--- src/rtl/app_mem_arbiter.sv ---
// Two-requester arbiter for the single-port application data memory (1 = UPDI loader, 0 = stream).
// Define APP_ARB_ROUND_ROBIN_EN for round-robin contention; otherwise requester 0 has fixed priority.
module app_mem_arbiter #(
    parameter int unsigned ADDR_W = 8,
    parameter int unsigned DATA_W = 8
) (
    input  logic              i_clk,
    input  logic              i_resetn,
    input  logic [1:0]        i_req_valid,
    output logic [1:0]        o_req_ready,
    input  logic [1:0]        i_req_we,
    input  logic [1:0]        i_req_lock,
    input  logic [ADDR_W-1:0] i_req_addr0,
    input  logic [ADDR_W-1:0] i_req_addr1,
    input  logic [DATA_W-1:0] i_req_wdata0,
    input  logic [DATA_W-1:0] i_req_wdata1,
    output logic [1:0]        o_rsp_valid,
    output logic [DATA_W-1:0] o_rsp_data,
    output logic              o_mem_en,
    output logic              o_mem_we,
    output logic [ADDR_W-1:0] o_mem_addr,
    output logic [DATA_W-1:0] o_mem_wdata,
    input  logic [DATA_W-1:0] i_mem_rdata
);

    typedef enum logic [1:0] {StFree, StOwn0, StOwn1} state_e;

    state_e            state_q, state_d;
    logic [1:0]        ready;
    logic              accept;
    logic              gnt_id;
    logic              mem_en_q, mem_en_d;
    logic              mem_we_q, mem_we_d;
    logic [ADDR_W-1:0] mem_addr_q, mem_addr_d;
    logic [DATA_W-1:0] mem_wdata_q, mem_wdata_d;
    logic              tag_rd_q, tag_rd_d;
    logic              tag_id_q, tag_id_d;
    logic [1:0]        rsp_valid_q, rsp_valid_d;
`ifdef APP_ARB_ROUND_ROBIN_EN
    logic              last_q, last_d;
`endif

    // Grant is combinational; forced off while reset is held.
    always_comb begin
        ready = 2'b00;
        unique case (state_q)
            StFree: begin
                if (i_req_valid == 2'b11) begin
`ifdef APP_ARB_ROUND_ROBIN_EN
                    ready = last_q ? 2'b01 : 2'b10;
`else
                    ready = 2'b01;
`endif
                end else begin
                    ready = i_req_valid;
                end
            end
            StOwn0:  ready = {1'b0, i_req_valid[0]};
            StOwn1:  ready = {i_req_valid[1], 1'b0};
            default: ready = 2'b00;
        endcase
        if (!i_resetn) begin
            ready = 2'b00;
        end
    end

    assign gnt_id      = ready[1];
    assign accept      = |ready;
    assign o_req_ready = ready;

    always_comb begin
        state_d = state_q;
        unique case (state_q)
            StFree: begin
                if (accept && i_req_lock[gnt_id]) begin
                    state_d = gnt_id ? StOwn1 : StOwn0;
                end
            end
            StOwn0:  if (!i_req_lock[0]) state_d = StFree;
            StOwn1:  if (!i_req_lock[1]) state_d = StFree;
            default: state_d = StFree;
        endcase
    end

    always_comb begin
        mem_en_d    = accept;
        mem_we_d    = accept & i_req_we[gnt_id];
        mem_addr_d  = mem_addr_q;
        mem_wdata_d = mem_wdata_q;
        if (accept) begin
            mem_addr_d  = gnt_id ? i_req_addr1 : i_req_addr0;
            mem_wdata_d = gnt_id ? i_req_wdata1 : i_req_wdata0;
        end
        // Tag travels with the command, then lines up with the memory read data.
        tag_rd_d    = accept & ~i_req_we[gnt_id];
        tag_id_d    = gnt_id;
        rsp_valid_d = 2'b00;
        if (tag_rd_q) begin
            rsp_valid_d[tag_id_q] = 1'b1;
        end
    end

`ifdef APP_ARB_ROUND_ROBIN_EN
    always_comb begin
        last_d = accept ? gnt_id : last_q;
    end
`endif

    always_ff @(posedge i_clk or negedge i_resetn) begin
        if (!i_resetn) begin
            state_q     <= StFree;
            mem_en_q    <= 1'b0;
            mem_we_q    <= 1'b0;
            mem_addr_q  <= '0;
            mem_wdata_q <= '0;
            tag_rd_q    <= 1'b0;
            tag_id_q    <= 1'b0;
            rsp_valid_q <= 2'b00;
`ifdef APP_ARB_ROUND_ROBIN_EN
            last_q      <= 1'b1;
`endif
        end else begin
            state_q     <= state_d;
            mem_en_q    <= mem_en_d;
            mem_we_q    <= mem_we_d;
            mem_addr_q  <= mem_addr_d;
            mem_wdata_q <= mem_wdata_d;
            tag_rd_q    <= tag_rd_d;
            tag_id_q    <= tag_id_d;
            rsp_valid_q <= rsp_valid_d;
`ifdef APP_ARB_ROUND_ROBIN_EN
            last_q      <= last_d;
`endif
        end
    end

    assign o_mem_en    = mem_en_q;
    assign o_mem_we    = mem_we_q;
    assign o_mem_addr  = mem_addr_q;
    assign o_mem_wdata = mem_wdata_q;
    assign o_rsp_valid = rsp_valid_q;
    assign o_rsp_data  = (|rsp_valid_q) ? i_mem_rdata : '0;

endmodule

--- config.mk ---
export PLATFORM = sky130hd
export DESIGN_NAME = app_mem_arbiter
export DESIGN_NICKNAME = d
export VERILOG_FILES = /design/src/rtl/app_mem_arbiter.sv
export SDC_FILE = /design/constraint.sdc
export NUM_CORES = 1
export LEC_CHECK = 0
export CORE_ASPECT_RATIO = 1.25
export CORE_MARGIN = 2
export CORE_UTILIZATION = 34
export CTS_CLUSTER_SIZE = 30
export DETAILED_ROUTE_END_ITERATION = 8
export PLACE_DENSITY = 0.88
export SLEW_MARGIN = 20
export SYNTH_ARGS = -nofsm -noshare
export SYNTH_HDL_FRONTEND = slang
export SYNTH_SLANG_ARGS = --single-unit
--- constraint.sdc ---
create_clock -name i_clk -period 1.86 [get_ports i_clk]
set_clock_uncertainty 0.15 [all_clocks]
set_input_delay 0.372 -clock i_clk [delete_from_list [all_inputs] [get_ports i_clk]]
set_output_delay 0.372 -clock i_clk [all_outputs]
set_load 0.05 [all_outputs]
# After elaboration in Yosys (flattened, before gate mapping)
# Cells that the tools add are included.
# W data, S select, Z words.
word_totals:
  reg_bits: 24
  inputBits: 48
  output_inout_bits: 30
  word_cells: 44
classes:
  n_lt_le_gt_ge: 3
  n_eq_ne: 6
  muxes: 18
  n_bitwise: 3
  reduce_logical: 6
op_table:
  columns: ["cell", "n"]
  rows:
  - ["$mux W8", 3]
  - ["$mux W2", 7]
  - ["$pmux W2 S3", 2]
  - ["$ne A2 B2 Y1 const B", 3]
  - ["$mux W1", 5]
  - ["$eq A2 B2 Y1 const B", 2]
  - ["$lt A1 B2 Y1 const B", 2]
  - ["$reduce_or A2 Y1", 2]
  - ["$reduce_and A3 Y1", 1]
  - ["$and A1 B1 Y1", 2]
  - ["$eq A2 B1 Y1 const B", 1]
  - ["$logic_and A1 B1 Y1", 2]
  - ["$logic_not A2 Y1", 1]
  - ["$demux W1 S1", 1]
  - ["$ge A1 B1 Y1 const B", 1]
  - ["$not A1 Y1", 1]

# Logic depth before layout (Yosys ltp)
# Gate-level depths: netlist (run 1).
depth:
  depth_word: 9
  ltp_mapped: 5
  depth_no_buf: 3

# Worst setup path before layout (run 1)
# OpenSTA, ideal clock, no wires.
synth_timing:
  kind: "flip-flop to output port"
  start: "reg rsp_valid_q[1], in the netlist o_rsp_valid[1]"
  end: "out o_rsp_data[0]"
  arrival_time_ns: 1.559
  required_time_ns: 1.338
  path_slack_ns: -0.221
  path_stages_with_launch: 3
  n_path_buf: 0
  cell_sequence: "dfrtp_1 nor2_1 nor2b_1"
synth_between:
  elab_chain_cells: 2
synth_lines:
  columns: ["item", "line", "rtl"]
  rows:
  - ["from (decl)", "38", "logic [1:0] rsp_valid_q, rsp_valid_d;"]
  - ["from (signal assigned)", "130", "rsp_valid_q <= rsp_valid_d;"]
  - ["$reduce_or A2 Y1", "142", "assign o_rsp_data = (|rsp_valid_q) ? i_mem_rdata : '0;"]
  - ["$mux W8", "142", null]
  - ["to (decl)", "18", "output logic [DATA_W-1:0] o_rsp_data,"]
# No other way between the ends.

# Worst setup path after layout (run 1)
layout_timing:
  start: "in i_mem_rdata[2]"
  end: "out o_rsp_data[2]"
layout_between:
  elab_chain_cells: 1
layout_lines:
  columns: ["item", "line", "rtl"]
  rows:
  - ["from (decl)", "23", "input logic [DATA_W-1:0] i_mem_rdata"]
  - ["$mux W8", "142", null]
# No other way between the ends.

==> run summary, run 1 <==
Run status: finished, final reports clean
Worst slew margin: 0.803
Initial Util: 0.352
HPWL Detailed: 2.81 mm
Chip width: 55.2 um
LEAKAGE: 1.02 nW
Critical Path Start: i_mem_rdata[2]
Post-Route WL: 3.42 mm
Antenna-violating nets left: 0
Clk_lat worst skew: 0.26 ns
Layout filler cell count: 237
Final min period: 1.80 ns
Syn Inst Count: 88
Final Core Density: 0.675
Max VDD drop: 0.404 mV
Multi-input logic area: 464 um^2
Io pins: 78
Max Cap Violations: 0
CTS H-tree lvls: 1
Post-synthesis compound-gate area fraction: 0.189
Fmax: 556 MHz
First-pass GRT wire length: 5.08 mm
Tcrit/Tclk final: 0.968
Clk sinks: 24
Layout net count: 229
Worst Hold Class: input port to asynchronous set/reset pin
Vias/cell: 5.09
First-pass DRT Iterations: 4
Crit Path Class: input port to output port
Mux contribution to synthesized area: 0
Critical path startpoint category: input port
Reg2reg start: state_q[1]
GR Util All Layers: 0.187
Syn_nets: 136
Via Count: 1105
Root Buffer: clkbuf_8
DRC: 0
CTS Buf Count: 3
CP arrival: 1.28 ns
Yosys warning count: 0
Number of global-route vias before repair: 1131
Initial antenna violation count: 0
Power Density: 767 nW/um^2
Register area: 601 um^2
DP Worst Slack: -0.170 ns
Hold Slack: 0.126 ns
Hold Violations, Final: 0
Die Span Y: 68.0 um
Setup tns final: 0 ns
Seq/Total Area, Yosys: 0.539
Row count: 23
Power Total: 1.64 mW
Dpl cell area: 2050 um^2
Clock Pin Slew Worst Setup and Hold Paths: 0.08 ns
Initial drt markers: 24
Max Transition Viols Final: 0
N_diodes: 0
Area growth from synthesis to layout: 92.0%
Final setup violation count: 0
CTS tree: built
Layout cell share with drive strength beyond 1: 0.444
Post-synthesis cell type count: 20
Area of the core: 3170 um^2
Dpl cells: 210
CP endpoint kind: output port
Grt ovf: 0
Largest family of logic cells by synthesized area: simple AND/OR/NAND/NOR gates
Post-route cell area: 2140 um^2
Die area: 3750 um^2
Post-synthesis adder-cell area fraction: 0
Synthesized area: 1110 um^2
WL/cell: 15.7 um
RSZ-0062 raised after global routing: no
Worst Path Required: 1.34 ns
I/O Buffers: 77
Gp weighted congestion: 0.738
Post-Synth Simple-Gate Area: 0.221
Seq cells post-synth: 24
Synth Area in XOR/XNOR: 0
Clk buf depth: 2
Fin cells: 217
Largest net degree at the start of global routing: 19
Slew @ Worst Pin: 0.295 ns
Syn_area_per_cell: 12.7 um^2
Setup slack after layout: 0.0600 ns
Critical-path maximum fanout: 1
[worst max-delay path, cell delays in order]
cell	delay, ns
clkdlybuf4s50_1	0.45
nor2b_1	0.27
buf_12	0.18
[placed cells by master (no fill, tap or decap), drive strengths merged]
cell type,n
a21oi,1
a221o,16
a22o,2
and2,2
and3,16
and3b,1
buf,47
clkbuf,4
clkdlybuf4s50,44
dfrtp,24
dlygate4sd2,2
dlymetal6s2s,1
inv,3
nand2,1
nor2,1
nor2b,11
nor3,1
nor3b,1
o21ai,1
o21bai,1
[layer usage]
| metal | wire length (um) | global-route usage | share of wire |
|---|---|---|---|
| met1 | 1300 | 0.232 | 0.38 |
| met4 | 68 | 0.0732 | 0.020 |
| met2 | 1730 | 0.308 | 0.51 |
| met3 | 315 | 0.0437 | 0.092 |
| met5 | 0 | 0 | 0 |
[path summary, 6_finish.rpt]
| path | endpoint | slack [ns] | cells past startpoint |
|---|---|---|---|
| setup reg to reg | o_mem_wdata[1] | 0.21 | 5 |
| hold / removal | o_mem_addr[1] | 0.13 | 2 |
| max in group asynchronous | o_mem_wdata[3] | 1.21 | 3 |
| hold reg to reg | o_rsp_valid[0] | 0.26 | 1 |
| min in group i_clk | o_rsp_valid[0] | 0.26 | 1 |
| setup / recovery | o_rsp_data[2] | 0.06 | 3 |
[repair_timing]
item | in CTS | in global routing
pin swaps | 1 | 1
gates resized for setup | 5 | 1
setup buffers | 2 | 1
setup endpoints to repair | 10 | 14
hold buffers | 0 | 0
[cell type report]
cell class / instances / share of cell area
Clock buffer: 4 / 0.0257
Timing Repair Buffer: 94 / 0.449
Sequential cell: 24 / 0.281
Multi-Input combinational cell: 55 / 0.217
Inverter: 3 / 0.00527
Tap cell: 37 / 0.0217
[power by group]
group	switching, mW	internal [mW]	total [mW]
Sequential	0.0394	0.585	0.625
Clock	0.148	0.188	0.336
Combinational	0.380	0.300	0.679
[Yosys cell counts]
library cell   n  area share
a21oi_1        1      0.0045
a221o_1        9       0.081
a221o_2        7       0.071
a22o_2         2       0.018
and2_1         2       0.011
and3_1         2       0.011
and3_2        14       0.094
and3b_1        1      0.0079
buf_6          3       0.030
clkbuf_1       3       0.010
dfrtp_1       24        0.54
inv_1          3       0.010
nand2_1        1      0.0034
nor2_1         1      0.0034
nor2b_1       10       0.056
nor2b_4        1       0.012
nor3_4         1       0.015
nor3b_1        1      0.0067
o21ai_2        1      0.0079
o21bai_1       1      0.0067
[registers in the layout (all words and copies together) (netlist names)]
name,cells
o_mem_addr,8
o_mem_en,1
o_mem_wdata,8
o_mem_we,1
o_rsp_valid,2
state_q,2
tag_id_q,1
tag_rd_q,1
[logic make-up (layout without fill, tap and decap cells)]
kind of cell / Yosys count / count (layout)
AND/OR/NAND/NOR: 34 / 34
flip-flops: 24 / 24
AO/OA/AOI/OAI: 21 / 21
buffers and inverters: 9 / 101
Note: power is estimated with default switching activity, not from simulation.
==> run 2, diff against run 1 <==
ABC_AREA = 1   (was unset)
CORE_UTILIZATION = 36   (was 34)
PLACE_DENSITY = 0.89   (was 0.88)
==> run 2 against run 1 <==
  * Setup slack worse by 0.016 ns
  * First-iteration DRC count increased by 130%
  * Synthesized cell count increased by 64%
  * Critical path depth grew 2
  * Cell area rose by 4.0%
  * Count of clock-buffer cells in the layout fell by 1
  * Clock power increased by 35%
  * Power is 17% higher
  * Non-clock buffer count decreased by 5
  * Sequential power increased by 4.2%
  * Via count up 13%
  * Largest power group unchanged
==> run summary, run 2 <==
Delay of the slowest cell on the worst path: 0.55 ns (+0.10 ns)
Fmax: 551 MHz (-0.89%)
Initial antenna violation count: 0 (unchanged)
Seq/Total Area, Yosys: 0.485 (-0.0540)
Grt ovf: 0 (unchanged)
Post-Route WL: 3.32 mm (-3.0%)
Reg2Reg Setup Slack: 0.44 ns (+0.23 ns)
Die Span Y: 69.6 um (+2.3%)
Asr flop ratio synth: 1.00 (unchanged)
Mux contribution to synthesized area: 0 (unchanged)
Max Transition Viols Final: 0 (unchanged)
Die area: 3930 um^2 (+4.6%)
Syn Inst Count: 144 (+64%)
Max VDD drop: 0.630 mV (+56%)
Critical-path maximum fanout: 4 (+3)
Antenna-violating nets left: 0 (unchanged)
DRC: 0 (unchanged)
N_diodes: 0 (unchanged)
Syn_area_per_cell: 8.59 um^2 (-32%)
Largest net degree at the start of global routing: 19 (unchanged)
Slew @ Worst Pin: 0.221 ns (-0.0745 ns)
Tcrit/Tclk final: 0.976 (+0.00871)
Post-Synth Simple-Gate Area: 0.393 (+0.172)
Multi-input logic area: 515 um^2 (+11%)
Post-synthesis cell type count: 19 (-5.0%)
Most frequent cells in the layout: 50 x nand2_1, 45 x clkdlybuf4s50_1, 32 x buf_4
Worst Hold Class: input port to asynchronous set/reset pin
Setup slack after layout: 0.0438 ns (-0.0162 ns)
RSZ-0062 raised after global routing: no
CTS tree: built
Number of global-route vias before repair: 1406 (+24%)
Crit Path Class: input port to output port
First-pass GRT wire length: 5.68 mm (+12%)
Top-count cell post-synth: nand2_1
Max Cap Violations: 0 (unchanged)
Synth Area in XOR/XNOR: 0 (unchanged)
Most frequent cells after synthesis: 50 x nand2_1, 24 x dfrtp_1, 14 x inv_1
Clk sinks: 24 (unchanged)
Hold Violations, Final: 0 (unchanged)
Layout filler cell count: 246 (+3.8%)
Critical path startpoint category: input port
Clk buf depth: 2 (unchanged)
GR Util All Layers: 0.180 (-0.00705)
Post-synthesis compound-gate area fraction: 0.0233 (-0.166)
Clock Pin Slew Worst Setup and Hold Paths: 0.09 ns (about the same)
Synth area leaders: dfrtp_1 49%, nand2_1 15%, nand3_2 7.3%
CP endpoint kind: output port
Yosys warning count: 0 (unchanged)
Synthesized area: 1240 um^2 (+11%)
Chip width: 56.4 um (+2.3%)
Reg-to-Reg End: o_mem_addr[2]
Via Count: 1251 (+13%)
Synth area leader: dfrtp_1
Post-synthesis adder-cell area fraction: 0 (unchanged)
Row count: 23 (unchanged)
Final min period: 1.82 ns (+0.0162 ns)
CTS Buf Count: 3 (unchanged)
Vias/cell: 4.62 (-9.3%)
Hold Slack: 0.0934 ns (-0.0323 ns)
I/O Buffers: 77 (unchanged)
Io pins: 78 (unchanged)
FF-to-FF path depth: 8 (+3)
Setup tns final: 0 ns (unchanged)
Run status: finished, final reports clean
WL/cell: 12.2 um (-22%)
Hold-fix buffers, CTS: 0 (unchanged)
Worst Path Required: 1.34 ns (about the same)
CP arrival: 1.29 ns (about the same)
LEAKAGE: 1.13 nW (+11%)
Largest family of logic cells by synthesized area: simple AND/OR/NAND/NOR gates
Top_reg_cell synth: dfrtp_1
CTS H-tree lvls: 1 (unchanged)
Area growth from synthesis to layout: 79.8%
Crit-path slowest cell: clkdlybuf4s50_1
Reg2reg start: state_q[1]
Initial drt markers: 55 (+130%)
Worst slew margin: 0.852 (+0.0486)
Layout net count: 283 (+24%)
Most common cell after layout, fill and taps aside: nand2_1
Power Density: 861 nW/um^2 (+12%)
First-pass DRT Iterations: 4 (unchanged)
Share of Yosys cell area claimed by the top area cell type: 0.485 (-0.0540)
CP cell instances: clkdlybuf4s50_1 -> nand2_4 -> nand3_4 -> inv_4 -> buf_12
Clk_lat worst skew: 0.27 ns (about the same)
Register area: 601 um^2 (unchanged)
Post-synth EDFFs: 0 (unchanged)
Layout cell share with drive strength beyond 1: 0.312 (-0.132)
Area of the core: 3250 um^2 (+2.7%)
Seq cells post-synth: 24 (unchanged)
DP Worst Slack: -0.0360 ns (+0.134 ns)
Syn_nets: 192 (+41%)
HPWL Detailed: 2.72 mm (-3.2%)
Initial Util: 0.381 (+0.0288)
Root Buffer: clkbuf_8
Gp weighted congestion: 0.809 (+9.5%)
Final setup violation count: 0 (unchanged)
==> run 2: per-layer routing <==
layer,wire (um),global-route usage,vias up
met4,76,0.0714,0
met5,0,0,-
li1,-,-,621
met3,314,0.0541,8
met2,1720,0.339,67
met1,1210,0.177,555
==> run 2: logic make-up (layout without fill, tap and decap cells) <==
| kind of cell | count (synthesis) | in the layout |
|---|---|---|
| DFF | 24 | 24 |
| buffers and inverters | 22 | 112 |
| and+or+nand+nor | 95 | 95 |
| AOI/OAI and AO/OA | 3 | 3 |
==> run 2: through the flow <==
stage               utilization  cell area [um^2]  cells  power [mW]
floorplan                     -              1240    144        1.14
global placement          0.655              2130    264        1.46
detailed placement        0.655              2130    264        1.48
CTS                       0.676              2200    268        1.93
global route              0.684              2220    271        2.01
finish                    0.684              2220    271        1.92
==> run 2: worst max path at each step <==
stage | to | from
CTS | o_req_ready[1] | i_req_valid[1]
detailed placement | o_req_ready[1] | i_resetn
global route | o_req_ready[1] | i_req_valid[0]
finish | o_req_ready[1] | i_req_valid[0]
floorplan | o_rsp_data[0] | o_rsp_valid[1]
global placement | o_req_ready[1] | i_resetn
==> run 2: layout make-up <==
cell class                      instances  area share
Timing Repair Buffer                   89       0.410
Multi-Input combinational cell         98       0.232
Clock inverter                          1      0.0135
Sequential cell                        24       0.270
Tap cell                               37      0.0208
Clock buffer                            3      0.0186
Inverter                               19      0.0354
==> run 2: power by group <==
part / total, mW / switching [mW] / internal (mW)
clock: 0.452 / 0.165 / 0.288
combinational: 0.812 / 0.500 / 0.312
sequential: 0.651 / 0.0504 / 0.601
==> run 2: worst max-delay path, delay by kind of cell <==
family	cells	cell delay [ns]
buffers and inverters	3	0.74
AND/OR/NAND/NOR	2	0.17
==> run 2: what timing repair did <==
action | 4_1_cts | 5_1_grt
endpoints found under the setup margin | 1 | 1
buffers inserted | 0 | 3
resized for setup | 1 | 1
